[src/rtl/inst_fetch_ctrl_pkg.sv]
// Shared types and defaults for the instruction fetch controller.
package inst_fetch_ctrl_pkg;

  localparam int unsigned DefAw = 5;
  localparam int unsigned DefDw = 32;

  localparam logic [31:0] Nop = 32'h0000_0000;

  typedef enum logic [1:0] {
    StIdle,
    StRun,
    StDrain
  } fetch_state_e;

endpackage

[src/rtl/inst_fetch_ctrl_fetch_queue.sv]
// In-order instruction queue; flush takes priority over push and pop.
module inst_fetch_ctrl_fetch_queue #(
  parameter int unsigned Width = 37,
  parameter int unsigned Depth = 2,
  localparam int unsigned PtrW = $clog2(Depth),
  localparam int unsigned CntW = $clog2(Depth + 1)
) (
  input  logic             clk_i,
  input  logic             rst_i,
  input  logic             push_i,
  input  logic             pop_i,
  input  logic             flush_i,
  input  logic [Width-1:0] data_i,
  output logic [Width-1:0] head_o,
  output logic [CntW-1:0]  count_o,
  output logic             empty_o,
  output logic             full_o
);

  logic [Width-1:0] mem_q [Depth];
  logic [PtrW-1:0]  wptr_q, wptr_d;
  logic [PtrW-1:0]  rptr_q, rptr_d;
  logic [CntW-1:0]  count_q, count_d;

  always_comb begin
    wptr_d  = wptr_q;
    rptr_d  = rptr_q;
    count_d = count_q;
    if (flush_i) begin
      wptr_d  = '0;
      rptr_d  = '0;
      count_d = '0;
    end else begin
      if (push_i) begin
        wptr_d = wptr_q + PtrW'(1);
      end
      if (pop_i) begin
        rptr_d = rptr_q + PtrW'(1);
      end
      count_d = count_q + CntW'(push_i) - CntW'(pop_i);
    end
  end

  always_ff @(posedge clk_i) begin
    if (rst_i) begin
      wptr_q  <= '0;
      rptr_q  <= '0;
      count_q <= '0;
    end else begin
      wptr_q  <= wptr_d;
      rptr_q  <= rptr_d;
      count_q <= count_d;
    end
  end

  // Storage needs no reset: reads are gated by the count.
  always_ff @(posedge clk_i) begin
    if (push_i && !flush_i) begin
      mem_q[wptr_q] <= data_i;
    end
  end

  assign head_o  = mem_q[rptr_q];
  assign count_o = count_q;
  assign empty_o = (count_q == '0);
  assign full_o  = (count_q == CntW'(Depth));

endmodule

[src/rtl/inst_fetch_ctrl.sv]
// Fetch sequencer: owns the PC, reads the instruction ROM and queues words for decode.
module inst_fetch_ctrl
  import inst_fetch_ctrl_pkg::*;
#(
  parameter int unsigned AW    = DefAw,
  parameter int unsigned DW    = DefDw,
  parameter int unsigned DEPTH = 2,
  parameter int unsigned CW    = 16
) (
  input  logic          clk,
  input  logic          rst,
  input  logic          start,
  input  logic          halt_req,
  output logic [AW-1:0] rom_addr,
  input  logic [DW-1:0] rom_inst,
  input  logic          redirect_valid,
  input  logic [AW-1:0] redirect_pc,
  output logic          out_valid,
  input  logic          out_ready,
  output logic [DW-1:0] out_inst,
  output logic [AW-1:0] out_pc,
  output logic          busy,
  output logic [CW-1:0] fetch_count
);

  localparam int unsigned QCntW = $clog2(DEPTH + 1);

  fetch_state_e state_q, state_d;
  logic [AW-1:0] pc_q, pc_d;
  logic [CW-1:0] fetch_count_q, fetch_count_d;

  logic             push, pop;
  logic             q_empty, q_full;
  logic [QCntW-1:0] q_count;
  logic [DW+AW-1:0] q_head;

  // A redirect hides the head so the flushed word can never be consumed.
  assign out_valid = !q_empty && !redirect_valid;
  assign pop       = out_valid && out_ready;
  assign push      = (state_q == StRun) && !redirect_valid && (!q_full || pop);

  inst_fetch_ctrl_fetch_queue #(
    .Width (DW + AW),
    .Depth (DEPTH)
  ) u_queue (
    .clk_i   (clk),
    .rst_i   (rst),
    .push_i  (push),
    .pop_i   (pop),
    .flush_i (redirect_valid),
    .data_i  ({rom_inst, pc_q}),
    .head_o  (q_head),
    .count_o (q_count),
    .empty_o (q_empty),
    .full_o  (q_full)
  );

  always_comb begin
    state_d = state_q;
    unique case (state_q)
      StIdle: begin
        if (start) begin
          state_d = StRun;
        end
      end
      StRun: begin
        if (halt_req) begin
          state_d = StDrain;
        end
      end
      StDrain: begin
        if (redirect_valid || q_empty || (q_count == QCntW'(1) && pop)) begin
          state_d = StIdle;
        end
      end
      default: state_d = StIdle;
    endcase
  end

  always_comb begin
    pc_d          = pc_q;
    fetch_count_d = fetch_count_q;
    if (redirect_valid) begin
      pc_d = redirect_pc;
    end else if (push) begin
      pc_d = pc_q + AW'(1);
    end
    if (push) begin
      fetch_count_d = fetch_count_q + CW'(1);
    end
  end

  always_ff @(posedge clk) begin
    if (rst) begin
      state_q       <= StIdle;
      pc_q          <= '0;
      fetch_count_q <= '0;
    end else begin
      state_q       <= state_d;
      pc_q          <= pc_d;
      fetch_count_q <= fetch_count_d;
    end
  end

  assign rom_addr    = pc_q;
  assign out_inst    = q_empty ? DW'(Nop) : q_head[AW +: DW];
  assign out_pc      = q_empty ? '0 : q_head[AW-1:0];
  assign busy        = (state_q != StIdle);
  assign fetch_count = fetch_count_q;

endmodule

[config.mk]
export PLATFORM = sky130hd
export DESIGN_NAME = inst_fetch_ctrl
export DESIGN_NICKNAME = d
export VERILOG_FILES = /design/src/rtl/inst_fetch_ctrl_pkg.sv /design/src/rtl/inst_fetch_ctrl_fetch_queue.sv /design/src/rtl/inst_fetch_ctrl.sv
export SDC_FILE = /design/constraint.sdc
export NUM_CORES = 1
export LEC_CHECK = 0
export BUFFER_PORTS_ARGS = -buffer_cell sky130_fd_sc_hd__buf_2
export CORE_UTILIZATION = 53
export DETAILED_ROUTE_END_ITERATION = 10
export PLACE_DENSITY = 0.92
export SYNTH_ARGS = -nofsm -noshare
export SYNTH_HDL_FRONTEND = slang
export SYNTH_SLANG_ARGS = --single-unit
export TNS_END_PERCENT = 100
[constraint.sdc]
create_clock -name clk -period 5.4 [get_ports clk]
set_input_delay 0.27 -clock clk [delete_from_list [all_inputs] [get_ports clk]]
set_output_delay 0.27 -clock clk [all_outputs]
set_load 0.02 [all_outputs]
==> Word level (Yosys, flattened, before mapping) <==
Memories as Yosys holds them, arrays and structs flattened. A register that Yosys moved wholly into a read port is not among the register bits.
Cells that the tools add are included.
W data, S select, Z words.
{ "totals": {"in_bits": 43, "regBits": 27, "mem_bits_rw": 74, "mem_count": 1, "word_cells": 50} }
{ "op_classes": {"reduce_logical": 18, "muxes": 12, "addsub": 6, "eq_ne": 7} }
{ "mem_list": {"columns": ["memory", "depth", "width", "rd", "rd_clocked_by_memory_dff", "write_ports", "line_no", "source"], "rows": [
  ["u_queue.mem_q", 2, 37, 1, 1, 1, "inst_fetch_ctrl_fetch_queue.sv:20", "logic [Width-1:0] mem_q [Depth];"]
]} }
{ "ops": {"columns": ["op", "count"], "rows": [
  ["$mux W32", 1],
  ["$add A16 B1 Y16 const B", 1],
  ["$mux W5", 3],
  ["$logic_and A1 B1 Y1", 6],
  ["$mux W2", 3],
  ["$ne A2 B2 Y1 const B", 3],
  ["$pmux W2 S3", 1],
  ["$add A5 B1 Y5 const B", 1],
  ["$eq A2 B1 Y1 const B", 2],
  ["$eq A2 B2 Y1 const B", 2],
  ["$logic_not A2 Y1", 2],
  ["$mux W1", 4],
  ["$reduce_bool A2 Y1", 2],
  ["$logic_not A1 Y1", 3],
  ["$logic_or A1 B1 Y1", 3],
  ["$reduce_and A3 Y1", 1],
  ["$add A1 B1 Y1 const B", 2],
  ["$add A2 B1 Y2", 1],
  ["$reduce_or A2 Y1", 1],
  ["$sub A2 B1 Y2", 1]
]} }

==> Longest topological paths before layout <==
{ "logic_depth": {"word_depth": 9, "depth_mapped": 7, "ltp_nobuf": 5} }

==> Hierarchy <==
Synthesis repeated with hierarchy kept, for this count alone.
{ "unflattened": {"hier_cells": 313, "area_unflattened_um2": 4479.3} }
{ "modules_own_cells": {"columns": ["module", "cells_per_inst", "area_each_um2", "n_inst"], "rows": [
  ["inst_fetch_ctrl_fetch_queue", 136, 3054.2, 1],
  ["inst_fetch_ctrl", 177, 1425.1, 1]
]} }

==> Worst setup path after synthesis <==
No wires, ideal clock.
{ "synth_path": {"kind": "reg-to-reg", "startpoint": "register state_q[1]", "endpoint": "memory u_queue.mem_q[0][0] (enable)", "path_stages_with_launch": 4, "synth_period_minus_slack_ps": 3893, "setup_slack_ps": 1507, "required_time_ps": 4923, "t_arrival_ps": 3415, "cell_sequence": "dfxtp_1 -> or3b_1 -> buf_2 -> nor3_1"} }
{ "synth_between": {"elab_chain_len": 6} }
{ "synth_lines": {"columns": ["element", "line_no", "source"], "rows": [
  ["start, declared", "inst_fetch_ctrl.sv:28", "fetch_state_e state_q, state_d;"],
  ["start signal, assigned", "inst_fetch_ctrl.sv:95", "state_q <= StIdle;"],
  ["start signal, assigned", "inst_fetch_ctrl.sv:99", "state_q <= state_d;"],
  ["$eq A2 B1 Y1", "inst_fetch_ctrl.sv:40", "assign push = (state_q == StRun) && !redirect_valid && (!q_full || pop);"],
  ["$logic_and A1 B1 Y1 (2 in series)", "inst_fetch_ctrl.sv:40", null],
  ["$logic_and A1 B1 Y1", "inst_fetch_ctrl_fetch_queue.sv:58", "if (push_i && !flush_i) begin"],
  ["$mux W1", "inst_fetch_ctrl_fetch_queue.sv:58", null],
  ["$mux W1 (implied by the code)", "inst_fetch_ctrl_fetch_queue.sv:59", "mem_q[wptr_q] <= data_i;"],
  ["end, declared", "inst_fetch_ctrl_fetch_queue.sv:20", null]
]} }
No other way between the ends.

==> qor.yml <==
critPathKind: "flop to output port"
synthTopCellsByArea: "edfxtp_1 (54%), dfxtp_1 (14%), mux2i_1 (9.2%)"
mostFrequentLayoutCell: "buf_2"
synth_seq_cells: 102
syn-instance-count: 312
timing.slew.headroom_pct: 24.4
io_pins: 103
grt_max_degree: 39
power_frac_seq_pct: 58.4
worstPathRequired_ns: 5.13
p_per_area_nw_per_um2: 299
p_leak_nw: 1.85
die_w_microns: 90.4
h-tree-depth: 3
async_flop_share_pct: 0
timing.rr.end: "fetch_count[15]"
antenna_found_initial: 0
nNetsFinal: 456
synth_warnings: 0
synth-edff-count: 74
peakVddDrop_uv: 154
grt-ovfl-total: 0
clk_pin_slew_ns: 0.10
numClockSinks: 102
yosysTopAreaCell: "edfxtp_1"
pwr-share-clk_pct: 35.7
r2r-start: "u_queue.count_o[0]"
hold_path_depth: 1
p_sw_share_pct: 22.0
clockBufferDepth: 2
netlist-cell-type-count: 42
gr-usage-all-layers_pct: 19.5
dieArea_sq_um: 8170
final_cell_mix: "buf_2 (102), edfxtp_1 (74), nor2_1 (50), mux2i_1 (38), dfxtp_1 (27)"
yosysTopAreaCellShare_pct: 53.7
via_per_inst: 5.45
setup-tns-final_ns: 0
crit_path_start_kind: "flop"
route.detailed.drc: 0
min_path_type: "input pin to flop"
crit_fanout: 37
gp_congestion: 0.782
crit_chain: "mux2i_1, nor2_1, buf_2"
rrSetupSlack_ns: 3.40
cp_top_family: "flip-flops"
drt-total-wl_microns: 7890
synth_flop_cell: "edfxtp_1"
worst_clock_skew_ns: 0.00939
io_buffers: 102
grt_pass1_wl_microns: 12500
timing.hold.ws_ns: 0.0963
reg2reg_depth: 4
path_buf_inv: 1
worst_pin_slew_ns: 1.13
vias: 2806
clock_latency_ns: 0.35
syn2layout_area_growth_pct: 19.8
postLayoutCellArea_sq_um: 4960
max_freq_ghz: 0.430
intPower_mw: 1.16
placedInstanceArea_sq_um: 4730
cts_hold_buf: 0
hold_end: "u_queue.mem_q[1][24]"
hold_viol: 0
synth_area_sq_um: 4140
hp-start: "rom_inst[19]"
rows: 31
drv_slew: 0
drive_above_1_share_pct: 32.2
arrival_ns: 2.05
postCtsSetupRepairBufs: 0
n_antenna_cell: 0
initial_core_util_pct: 55.9
slowest_stage: "dfxtp_2"
avgSynthCellArea_sq_um: 13.3
status: "finished, final reports clean"
wl_per_cell_microns: 15.3
cts_tree: "done"
setup_viol_count_final: 0
rsz0062_at_grt: "false"
hpwl_microns: 5140
maxCapViolations: 0
die_y_microns: 90.4
synth_nets: 357
pwr-share-comb_pct: 5.9
drt.antenna.violating_nets: 0
max_stage_delay_ns: 1.09
grt_pass1_vias: 2650
min_period_over_period_pct: 43.0
drtIter0Drc: 149
core_sq_um: 7410
dr.pass1.iters: 5
num-fill-cells: 559
p_sw_mw: 0.327
synth_seq_area_share_pct: 67.2
finalCriticalPeriod_ns: 2.32
cts_root_buffer: "clkbuf_8"
cts_inserted_buffers: 9
end_kind: "output port"
cts_resized: 0
[how the worst max path moves through the flow]
stage                                      end  slack [ns]  depth (start not counted)
after floorplan            u_queue.mem_q[0][0]        1.51                          3
after global placement    u_queue.mem_q[1][23]        3.44                          3
after detailed placement  u_queue.mem_q[1][22]        3.40                          3
after CTS                            out_pc[4]        3.03                          3
after global routing                 out_pc[4]        2.89                          3
final                                out_pc[4]        3.08                          3
[synthesized netlist by cell type, types with 5 or more instances]
cell	n
edfxtp_1	74
nor2_1	51
mux2i_1	38
dfxtp_1	28
a21oi_1	15
buf_2	8
nor3_1	8
o21ai_0	8
clkbuf_1	7
nand3_1	7
or3_1	6
xor2_1	6
nand2_1	5
xnor2_1	5
[state kept, by name, summed over array words and instances (netlist names), named ones only]
signal	flops
u_queue.rptr_q	1
u_queue.wptr_q	1
fetch_count	16
u_queue.mem_q	74
rom_addr	5
state_q	2
u_queue.count_o	2
[cell type report]
class	instances	area [sq um]	share of cell area (%)
clock inverter	7	105	2.12
tap	99	124	2.50
timing repair buffer	104	526	10.6
clock buffer	9	124	2.50
sequential	102	2780	56.2
inverter	4	15.0	0.303
multi-input combinational	190	1280	25.8
[routing by layer]
metal  share of wire (%)  vias to the layer above  global-route usage, %  wire, microns
li1                    -                     1346                      -              -
met1                  43                     1338                   25.7           3400
met2                  50                      114                   32.2           3960
met3                 5.4                        8                   3.37            428
met4                 1.3                        0                   8.06             99
met5                   0                        -                      0              0
[power groups by stage]
stage               logic, mW  clock network [mW]  registers (mW)
CTS                    0.0887               0.541           0.866
finish                 0.0882               0.530           0.866
global route           0.0961               0.568           0.868
global placement       0.0853                   0           0.883
floorplan              0.0481                   0           0.884
detailed placement     0.0880                   0           0.884
[stage by stage]
step / total power [mW] / utilization, % / worst slack [ns] / cells
floorplan: 0.932 / - / 1.51 / 312
global placement: 0.968 / 63.8 / 3.44 / 499
detailed placement: 0.972 / 63.8 / 3.40 / 499
CTS: 1.50 / 66.9 / 3.03 / 515
global route: 1.53 / 66.9 / 2.89 / 515
finish: 1.48 / 66.9 / 3.08 / 515
[cells by family after synthesis]
logic type	after synthesis	synth area share, %
DFF	102	67.2
and+or+nand+nor	101	12.7
muxes	40	9.73
AOI/OAI and AO/OA	36	5.38
buffers and inverters	20	2.06
xor gates and xnor gates	11	2.33
adders and majority gates	2	0.604
Power figures use the tool's default switching activity.
